### config.mk
export PLATFORM = sky130hd
export DESIGN_NAME = mem_fence_sequencer
export DESIGN_NICKNAME = d
export VERILOG_FILES = /design/src/rtl/mem_fence_sequencer.sv
export SDC_FILE = /design/constraint.sdc
export NUM_CORES = 1
export LEC_CHECK = 0
export ABC_AREA = 0
export ABC_CLOCK_PERIOD_IN_PS = 2200
export CORE_AREA = 2 2 102 85
export CTS_CLUSTER_SIZE = 14
export DETAILED_ROUTE_END_ITERATION = 8
export DIE_AREA = 0 0 104 87
export HOLD_SLACK_MARGIN = 0.1
export PLACE_DENSITY = 0.81
export SYNTH_ARGS = -nofsm -noshare
export SYNTH_HDL_FRONTEND = slang
export SYNTH_SLANG_ARGS = --single-unit
### constraint.sdc
create_clock -name clk_i -period 2.2 [get_ports clk_i]
set_clock_uncertainty 0.1 [all_clocks]
set_input_delay 0.44 -clock clk_i [delete_from_list [all_inputs] [get_ports clk_i]]
set_output_delay 0.44 -clock clk_i [all_outputs]
set_load 0.1 [all_outputs]
### src/rtl/mem_fence_sequencer.sv
// Memory-maintenance sequencer for FENCE / FENCE.I / SFENCE.VMA: drains the LSQ, then
// runs d-cache write-back, i-cache flush or L1/L2 TLB flush, and reports completion.
module mem_fence_sequencer #(
    parameter int ASID_LEN     = 16,
    parameter int VPN_LEN      = 27,
    parameter int SETTLE_CYC   = 2,
    parameter int SYNC_TIMEOUT = 4096
) (
    input  logic                clk_i,
    input  logic                rst_i,
    input  logic                req_valid_i,
    output logic                req_ready_o,
    input  logic [1:0]          req_op_i,
    input  logic [ASID_LEN-1:0] req_asid_i,
    input  logic                req_asid_v_i,
    input  logic [VPN_LEN-1:0]  req_vpn_i,
    input  logic                req_vpn_v_i,
    input  logic                abort_i,
    input  logic                lsq_idle_i,
    output logic                synch_l1dc_l2c_o,
    input  logic                l2c_update_done_i,
    output logic                icache_flush_o,
    output logic [1:0]          l1tlb_flush_type_o,
    output logic [1:0]          l2tlb_flush_type_o,
    output logic                clr_l1tlb_mshr_o,
    output logic                clr_l2tlb_mshr_o,
    output logic [ASID_LEN-1:0] flush_asid_o,
    output logic [VPN_LEN-1:0]  flush_page_o,
    output logic                done_o,
    output logic                err_o
);

    localparam int TMR_W = (SYNC_TIMEOUT > 0) ? $clog2(SYNC_TIMEOUT + 1) : 1;
    localparam int CNT_W = (SETTLE_CYC > 1) ? $clog2(SETTLE_CYC) : 1;
    localparam logic [TMR_W-1:0] TMR_LAST = (SYNC_TIMEOUT > 0) ? TMR_W'(SYNC_TIMEOUT - 1) : '0;
    localparam logic [CNT_W-1:0] CNT_LOAD = CNT_W'(SETTLE_CYC - 1);
    localparam logic [1:0] OP_FENCEI = 2'b01;
    localparam logic [1:0] OP_SFENCE = 2'b10;

    typedef enum logic [3:0] {
        S_IDLE, S_DRAIN, S_DC_SYNC, S_DC_WAIT, S_IC_FLUSH,
        S_TLB_L1, S_TLB_L2, S_SETTLE, S_DONE
    } state_e;

    state_e              state_q, state_d;
    logic [1:0]          op_q;
    logic                asid_v_q, vpn_v_q;
    logic [ASID_LEN-1:0] asid_q;
    logic [VPN_LEN-1:0]  vpn_q;
    logic [TMR_W-1:0]    timer_q;
    logic [CNT_W-1:0]    cnt_q;
    logic                err_q;
    logic                accept;
    logic                timeout_hit;
    logic [1:0]          flush_code;

    assign req_ready_o  = (state_q == S_IDLE);
    assign accept       = req_valid_i & req_ready_o;
    assign timeout_hit  = (SYNC_TIMEOUT > 0) && (timer_q == TMR_LAST);
    assign flush_code   = vpn_v_q ? 2'b11 : (asid_v_q ? 2'b10 : 2'b01);
    assign flush_asid_o = asid_q;
    assign flush_page_o = vpn_q;

    always_ff @(posedge clk_i or posedge rst_i) begin
        if (rst_i) state_q <= S_IDLE;
        else       state_q <= state_d;
    end

    // All pulses are decoded from the state register so reset drops them immediately.
    always_comb begin
        state_d            = state_q;
        synch_l1dc_l2c_o   = 1'b0;
        icache_flush_o     = 1'b0;
        l1tlb_flush_type_o = 2'b00;
        l2tlb_flush_type_o = 2'b00;
        clr_l1tlb_mshr_o   = 1'b0;
        clr_l2tlb_mshr_o   = 1'b0;
        done_o             = 1'b0;
        err_o              = 1'b0;
        case (state_q)
            S_IDLE:    if (accept) state_d = S_DRAIN;
            S_DRAIN: begin
                if (abort_i)         state_d = S_IDLE;
                else if (lsq_idle_i) state_d = (op_q == OP_SFENCE) ? S_TLB_L1 : S_DC_SYNC;
            end
            S_DC_SYNC: begin
                synch_l1dc_l2c_o = 1'b1;
                state_d          = S_DC_WAIT;
            end
            S_DC_WAIT: begin
                if (l2c_update_done_i) state_d = (op_q == OP_FENCEI) ? S_IC_FLUSH : S_DONE;
                else if (timeout_hit)  state_d = S_DONE;
            end
            S_IC_FLUSH: begin
                icache_flush_o = 1'b1;
                state_d        = S_DONE;
            end
            S_TLB_L1: begin
                l1tlb_flush_type_o = flush_code;
                clr_l1tlb_mshr_o   = 1'b1;
                state_d            = S_TLB_L2;
            end
            S_TLB_L2: begin
                l2tlb_flush_type_o = flush_code;
                clr_l2tlb_mshr_o   = 1'b1;
                state_d            = S_SETTLE;
            end
            S_SETTLE:  if (cnt_q == '0) state_d = S_DONE;
            S_DONE: begin
                done_o  = 1'b1;
                err_o   = err_q;
                state_d = S_IDLE;
            end
            default:   state_d = S_IDLE;
        endcase
    end

    // Request latches, write-back timer (saturating) and settle counter.
    always_ff @(posedge clk_i or posedge rst_i) begin
        if (rst_i) begin
            op_q     <= 2'b00;
            asid_v_q <= 1'b0;
            vpn_v_q  <= 1'b0;
            asid_q   <= '0;
            vpn_q    <= '0;
            timer_q  <= '0;
            cnt_q    <= '0;
            err_q    <= 1'b0;
        end else begin
            if (accept) begin
                op_q     <= req_op_i;
                asid_v_q <= req_asid_v_i;
                vpn_v_q  <= req_vpn_v_i;
                asid_q   <= req_asid_i;
                vpn_q    <= req_vpn_i;
            end
            case (state_q)
                S_DC_SYNC: timer_q <= '0;
                S_DC_WAIT: begin
                    if (timer_q != '1) timer_q <= timer_q + 1'b1;
                    if (!l2c_update_done_i && timeout_hit) err_q <= 1'b1;
                end
                S_TLB_L2:  cnt_q <= CNT_LOAD;
                S_SETTLE:  if (cnt_q != '0) cnt_q <= cnt_q - 1'b1;
                S_DONE:    err_q <= 1'b0;
                default: ;
            endcase
        end
    end

endmodule

Word-level counts from Yosys, hierarchy flattened
Index checks and enable logic that the tools add are counted.
{"block": "classes", "eq_ne": 18, "addsub": 2, "reduce_logical": 9, "mux": 25, "n_bitwise": 1}
{"operator": "$pmux 4 s8", "n": 1}
{"operator": "$mux 4", "n": 7}
{"operator": "$pmux 13 s2", "n": 1}
{"operator": "$eq 4x3->1 const B", "n": 4}
{"operator": "$add 13x1->13 const B", "n": 1}
{"operator": "$eq 13x12->1 const B", "n": 1}
{"operator": "$mux 13", "n": 1}
{"operator": "$ne 13x13->1 const B", "n": 1}
{"operator": "$eq 4x2->1 const B", "n": 2}
{"operator": "$mux 1", "n": 8}
{"operator": "$mux 2", "n": 4}
{"operator": "$ne 2x2->1 const B", "n": 3}
{"operator": "$ne 3x3->1 const B", "n": 2}
{"operator": "$reduce_bool 2->1", "n": 3}
{"operator": "$eq 4x1->1 const B", "n": 1}
{"operator": "$eq 4x4->1 const B", "n": 1}
{"operator": "$logic_not 4->1", "n": 1}
{"operator": "$pmux 1 s2", "n": 2}
{"operator": "$reduce_and 2->1", "n": 2}
{"operator": "$reduce_and 4->1", "n": 1}
{"operator": "$mux 3", "n": 1}
{"operator": "$eq 2x1->1 const B", "n": 1}
{"operator": "$eq 2x2->1 const B", "n": 1}
{"operator": "$ne 2x1->1 const B", "n": 1}
{"operator": "4 further kinds", "n": 4}
{"block": "totals", "register_bits": 66, "output_inout_bits": 54}

Logic depth before layout (Yosys ltp)
Gate-level depths: netlist (run 1).
{"block": "depth", "depth_word": 5, "mapped_depth": 6, "depth_no_buf": 5}

Least setup slack after synthesis (run 1)
No wires, ideal clock.
{"block": "synth_timing", "kind": "flip-flop to output port", "startpoint": "register state_q[0]", "endpoint": "output icache_flush_o", "t_required_ps": 1660, "path_slack_ps": -1226, "n_path_buf": 2, "path_stages_with_launch": 5, "arrival_time_ps": 2886, "cell_sequence": "dfrtp_1 -> clkbuf_8 -> clkbuf_1 -> nand2b_1 -> nor3_1"}
{"block": "synth_via", "elab_chain_len": 2}
{"item": "start, declared", "line": "45", "source": "state_e state_q, state_d;"}
{"item": "start signal, assigned", "line": "66", "source": "else state_q <= state_d;"}
{"item": "$eq 4x3->1", "line": "80", "source": "case (state_q)"}
{"item": "$mux 1", "line": "80"}
{"item": "end, declared", "line": "22", "source": "output logic icache_flush_o,"}
Every way passes these cells.

Worst setup path in the final report (run 1)
{"block": "layout_timing", "startpoint": "register state_q[1]", "endpoint": "output l2tlb_flush_type_o[1]"}
{"block": "layout_via", "elab_chain_len": 2}
{"item": "$eq 4x3->1", "line": "80"}
{"item": "$mux 2", "line": "80"}
{"item": "end, declared", "line": "24", "source": "output logic [1:0] l2tlb_flush_type_o,"}
Every way passes these cells.

==> out/results.tsv, run 1 <==
stage	metric	value	unit
synthesis	synth_most_common_cell	dfrtp_1	
sta	hold_violations	0	
synthesis	ys_warn_count	0	
critical_path	crit_arrival	1.56	ns
critical_path	cp_cell_sequence	and2b_2 -> nand2_2 -> nor2_4 -> buf_12	
critical_path	worstSetupEndpointType	primary output	
placement	io_buffer_count	106	
global_routing	grt_first_pass_wirelength	11800	microns
synthesis	synth_top_cell_by_area	dfrtp_1	
floorplanning	rows	30	
critical_path	startpoint	state_q[1]	
sta	rsz0062_at_grt	false	
drt	drc	0	
sta	setup_slack	0.0981	ns
critical_path	crit_family	flip-flops	
floorplanning	io_pins	107	
layout	area_growth	45.4	%
global_routing	first_global_vias	2510	
drt	via_per_inst	5.01	
critical_path	reg2reg_depth	5	
layout	final_area	0.00465	sq mm
sta	slew_headroom	72.7	%
status	outcome	finished clean	
synthesis	ys_top_cells_by_area	dfrtp_1 (52%), mux2_4 (14%), mux2_2 (6.7%), buf_6 (2.1%), nand2_1 (2.0%)	
critical_path	timing.critical_path.buf_inv	1	
sta	final_max_slew_viol_count	0	
clock_network	cts_buffers	9	
critical_path	r2r_start	timer_q[0]	
critical_path	critPathKind	reg2out	
sta	worst_pin_slew	0.400	ns
run	cap_violations	0	
layout	regArea	0.00166	sq mm
global_routing	antenna_found_initial	0	
global_routing	grt_util_all_layers	16.4	%
global_routing	grt_max_degree	67	
clock_network	clock_latency	0.34	ns
synthesis	ys_seq_elements	66	
clock_network	ctsHoldBuffers	0	
floorplanning	coreArea	0.00811	sq mm
critical_path	crit_required	1.66	ns
floorplanning	die_w	104	microns
sta	period_share	95.5	%
global_routing	globalRouteOverflowTotal	0	
clock_network	cts_tree	yes	
layout	multi_input_area	0.00145	sq mm
placement	place_ws	0.195	ns
drt	vias	2427	
placement	routabilityCongestion	0.791	
layout	drive_gt1_share	41.9	%
critical_path	worstSetupPathDepth	4	
critical_path	slowest_delay	0.52	ns
drt	drt_wl_total	7230	microns
synthesis	syn_avg_cell_area	12.7	sq um
sta	post-route-min-period	2.10	ns
synthesis	synthArstFlopShare	100	%
synthesis	synth_enable_flop_cells	0	
sta	timing.fmax	0.476	GHz
placement	place_hpwl	5170	microns
clock_network	cts_max_path_buffers	2	
sta	holdWs	0.386	ns
clock_network	path_clk_slew	0.07	ns
clock_network	htree_levels	3	
placement	placed_cell_area	0.00441	sq mm
synthesis	yosys-top-cells-count	dfrtp_1 (66), mux2_4 (30), mux2_2 (19)	
drt	final_antenna_net_count	0	
synthesis	synth_flop_cell	dfrtp_1	
synthesis	seq_area_frac_synth	51.6	%
layout	antennaDiodeCount	0	
drt	drtIter0Drc	111	
floorplanning	die_area	0.00905	sq mm
floorplanning	die_h	87	microns
sta	tns	0	ns
synthesis	yosysUniqueCellTypes	45	
critical_path	cp_max_fo	14	
critical_path	worst_setup_path_start_kind	flip-flop	
sta	setup_viol	0	
critical_path	slowest_stage	dfrtp_2	
hold_path	hold_path.class	in2async	
synthesis	synth.cell_area	0.00320	sq mm
layout	final_nets	422	
synthesis	syn_nets	306	
synthesis	syn_inst	252	
drt	dr.pass1.iters	4	
drt	wl_per_cell	14.9	microns
floorplanning	start_util	39.5	%
synthesis	synth_top_area_share	51.6	%
clock_network	numClockSinks	66	
clock_network	cts_root_buf	clkbuf_8	
layout	nFillCells	712	
-- worst min-delay path, stage by stage --
cell and delay, ns:
clkdlybuf4s50_1 0.41, inv_2 0.07, buf_12 0.30
-- sequential cells by signal (all words and copies together) (netlist names) --
name          count
flush_page_o     27
flush_asid_o     16
timer_q          13
state_q           4
op_q              2
asid_v_q          1
cnt_q             1
err_q             1
vpn_v_q           1
-- routing by layer --
layer | global-route usage, % | wire length (microns) | up-vias
met5 | 0 | 0 | -
met4 | 5.53 | 73 | 0
met3 | 6.66 | 544 | 7
met1 | 20.0 | 3040 | 1193
met2 | 26.8 | 3570 | 92
li1 | - | - | 1135
-- layout by cell type (no fill, tap or decap), types with 5 or more instances in the layout --
master | netlist | final
buf_12 | 0 | 13
nand2b_1 | 5 | 5
clkdlybuf4s50_1 | 0 | 52
nor2_1 | 14 | 10
nand2_1 | 17 | 15
nor3_1 | 7 | 6
mux2_4 | 30 | 30
o21ai_0 | 6 | 6
buf_4 | 0 | 53
dfrtp_1 | 66 | 62
clkbuf_8 | 3 | 12
inv_1 | 8 | 7
a21oi_1 | 6 | 6
mux2_2 | 19 | 19
-- cells by family after synthesis --
| family | Yosys count | share of synthesized area, % |
|---|---|---|
| AND/OR/NAND/NOR | 79 | 14.3 |
| flip-flops | 66 | 51.6 |
| multiplexers | 50 | 21.1 |
| AO/OA/AOI/OAI | 35 | 7.82 |
| buffers and inverters | 21 | 4.85 |
| adder cells (fa/ha/maj) | 1 | 0.391 |
-- cell type report --
type	count	area share (%)
well taps	112	3.01
repair buffers	118	25.3
inverters	8	0.645
multi-input cells	165	31.0
clock inverters	2	0.753
flip-flops and latches	66	35.6
clock buffers	13	3.63
-- worst paths after layout --
check	end	slack, ns
max	l2tlb_flush_type_o[1]	0.1
max in group asynchronous	state_q[2]	1.31
min	flush_page_o[21]	0.39
min reg2reg	cnt_q	0.40
max reg2reg	timer_q[0]	0.23
min in group clk_i	cnt_q	0.40
-- timing repair --
action | in CTS | in global routing
setup buffers | 3 | 1
setup endpoints to repair | 8 | 6
resized for setup | 5 | 2
-- through the flow --
stage,instances,util (%)
final,484,57.4
after global routing,484,57.4
after CTS,483,57.3
after detailed placement,465,54.4
after global placement,465,54.4
after floorplan,252,-
Power of run 1 is left out: the tool's default activity adds up to more than one toggle a clock period on the data nets, which glitch-free logic cannot reach.
==> run 2: changes to the inputs <==
- ABC_AREA: 0 -> 1
- CORE_AREA: 2 2 102 85 -> 2 2 101 84
- DIE_AREA: 0 0 104 87 -> 0 0 103 86
- PLACE_DENSITY: 0.81 -> 0.82
==> run 2 against run 1 <==
Critical path depth stayed put. Routed wire length is 17% higher. Utilization rose by 2.6 points. Count of clock-buffer cells in the layout is 4 lower. Worst hold slack got worse by 0.055 ns. Design area is 0.11% higher. Final cell count rose by 27%. Die area down 2.1%. Via count up 24%. Fmax shrank 1.6%.
==> out/results.tsv, run 2 <==
stage	metric	value	unit	change
critical_path	cp_max_fo	5		-9
synthesis	synth-simple-area-share	36.9	%	+23 points
layout	finalCoreUtilization	60.0	%	+2.6 points
critical_path	slowest_stage	dfrtp_1		
layout	nFillCells	689		-3.2%
clock_network	cts_tree	yes		
drt	drtIter0Drc	144		+30%
synthesis	ys_top_cells_by_area	dfrtp_1 (53%), nand2_1 (18%), nand3_1 (11%), nor2_1 (2.6%), inv_1 (2.4%)		
layout	fin_cells	613		+27%
clock_network	numClockSinks	66		unchanged
floorplanning	die_area	0.00886	sq mm	-2.1%
floorplanning	coreArea	0.00776	sq mm	-4.2%
sta	worst_pin_slew	0.490	ns	+0.0896 ns
critical_path	timing.critical_path.buf_inv	2		+1
synthesis	synth_top_area_share	52.7	%	+1.1 points
global_routing	antenna_found_initial	0		unchanged
synthesis	synthArstFlopShare	100	%	unchanged
synthesis	yosys-top-cells-count	nand2_1 (148), nand3_1 (68), dfrtp_1 (66)		
placement	placed_cell_area	0.00442	sq mm	+0.23%
global_routing	grt_first_pass_wirelength	13500	microns	+15%
critical_path	crit_arrival	1.60	ns	+0.04 ns
synthesis	synth-xor-area-share	1.12	%	+1.1 points
clock_network	cts_buffers	9		unchanged
sta	hold_violations	0		unchanged
clock_network	htree_levels	3		unchanged
hold_path	hold_path.class	in2async		
sta	slew_headroom	67.3	%	-5.3 points
sta	setup_viol	0		unchanged
synthesis	synth_top_family_by_area	simple AND/OR/NAND/NOR gates		
synthesis	synth_compound_area_share	3.48	%	-4.3 points
status	outcome	finished clean		
sta	tns	0	ns	unchanged
drt	via_per_inst	4.92		-1.8%
clock_network	clock_latency	0.35	ns	about the same
global_routing	globalRouteOverflowTotal	0		unchanged
global_routing	first_global_vias	2885		+15%
sta	period_share	97.1	%	+1.6 points
synthesis	synth-adder-area-share	0.400	%	+0.0086 points
floorplanning	start_util	40.3	%	+0.86 points
critical_path	cp_cell_sequence	nor2_2 -> inv_2 -> nor4_4 -> buf_12		
critical_path	critPathKind	reg2out		
synthesis	seq_area_frac_synth	52.7	%	+1.1 points
critical_path	worst_setup_path_start_kind	flip-flop		
global_routing	grt_max_degree	40		-40%
placement	routabilityCongestion	0.881		+11%
synthesis	synth_flop_cell	dfrtp_1		
drt	final_antenna_net_count	0		unchanged
sta	post-route-min-period	2.14	ns	+0.0348 ns
layout	final_area	0.00466	sq mm	+0.11%
layout	area_growth	48.8	%	
layout	layout_common_cells	nand2_1 (147), nand3_1 (68), dfrtp_1 (65)		
synthesis	syn_avg_cell_area	8.07	sq um	-36%
synthesis	yosysUniqueCellTypes	28		-38%
floorplanning	die_h	86	microns	-1.1%
synthesis	synthMuxAreaShare	0	%	-21 points
clock_network	cts_max_path_buffers	2		unchanged
critical_path	crit_required	1.66	ns	about the same
critical_path	worstSetupEndpointType	primary output		
layout	largest_reg_flops	27		unchanged
synthesis	synth_most_common_cell	nand2_1		
layout	final_common_cell	nand2_1		
floorplanning	rows	29		-3.3%
layout	drive_gt1_share	22.4	%	-20 points
synthesis	ys_warn_count	0		unchanged
synthesis	ys_seq_elements	66		unchanged
sta	rsz0062_at_grt	false		
synthesis	syn_inst	388		+54%
placement	io_buffer_count	106		unchanged
placement	place_hpwl	6130	microns	+19%
floorplanning	die_w	103	microns	-0.96%
drt	drt_wl_total	8420	microns	+17%
synthesis	syn_nets	442		+44%
synthesis	synth_top_cell_by_area	dfrtp_1		
drt	wl_per_cell	13.7	microns	-8.0%
clock_network	path_clk_slew	0.08	ns	about the same
critical_path	crit_family	simple AND/OR/NAND/NOR gates		
floorplanning	io_pins	107		unchanged
critical_path	slowest_delay	0.44	ns	-0.08 ns
drt	vias	3018		+24%
clock_network	cts_root_buf	clkbuf_8		
drt	drc	0		unchanged
placement	placed_cells	593		+28%
sta	timing.fmax	0.468	GHz	-1.6%
layout	antennaDiodeCount	0		unchanged
global_routing	grt_util_all_layers	19.6	%	+3.2 points
drt	dr.pass1.iters	4		unchanged
synthesis	synth.cell_area	0.00313	sq mm	-2.2%
sta	final_max_slew_viol_count	0		unchanged
run	cap_violations	0		unchanged
synthesis	synth_enable_flop_cells	0		unchanged
layout	final_nets	554		+31%
[run 2: final cells by class]
type                            count  area [sq um]  area share, %
Clock inverter                      7          77.6           1.66
Multi-Input combinational cell    284          1430           30.6
Inverter                           23          86.3           1.85
Timing Repair Buffer              116          1160           24.9
Tap cell                          108           135           2.90
Clock buffer                        9           124           2.66
Sequential cell                    66          1650           35.5
[run 2: logic make-up (layout without fill, tap and decap cells)]
| group | Yosys count | count (layout) |
|---|---|---|
| simple gates | 261 | 262 |
| fa+ha+maj | 1 | 1 |
| buf+inv | 39 | 155 |
| compound gates | 17 | 17 |
| xor+xnor | 4 | 4 |
| flops | 66 | 66 |
[run 2: per-stage QoR]
step	hold WS [ns]	worst slack (ns)
floorplan	0.343	-0.182
global placement	0.356	0.387
detailed placement	0.361	0.316
CTS	0.325	0.0245
global route	0.341	0.0138
finish	0.331	0.0633
[run 2: path summary, 6_finish.rpt]
check | start | end | slack [ns] | depth (start not counted)
max | state_q[1] | err_o | 0.06 | 4
min | rst_i | timer_q[11] | 0.33 | 2
max reg2reg | timer_q[0] | timer_q[5] | 0.41 | 8
min reg2reg | flush_page_o[14] | flush_page_o[14] | 0.38 | 2
max in group asynchronous | rst_i | flush_asid_o[1] | 1.17 | 3
min in group clk_i | req_valid_i | flush_page_o[15] | 0.34 | 3
[run 2: what timing repair did]
item	in CTS	in global routing
gates cloned	1	0
pin swaps	1	1
gates resized for setup	1	0
hold buffers	0	0
buffers inserted	0	3
setup endpoints to repair	1	3
[run 2: routing by layer]
| layer | vias up | routed length (microns) | track usage [%] |
|---|---|---|---|
| li1 | 1476 | - | - |
| met1 | 1407 | 3710 | 25.8 |
| met2 | 122 | 3920 | 31.5 |
| met3 | 13 | 637 | 4.81 |
| met4 | 0 | 162 | 7.30 |
| met5 | - | 0 | 0 |
[run 2: worst reg2reg max path, delay by kind of cell (launching register included)]
| family | cells | cell delay (ns) |
|---|---|---|
| simple gates | 6 | 0.64 |
| fa+ha+maj | 1 | 0.17 |
| flops | 1 | 0.40 |
| compound gates | 1 | 0.37 |
Power of run 2 is left out for the same reason.
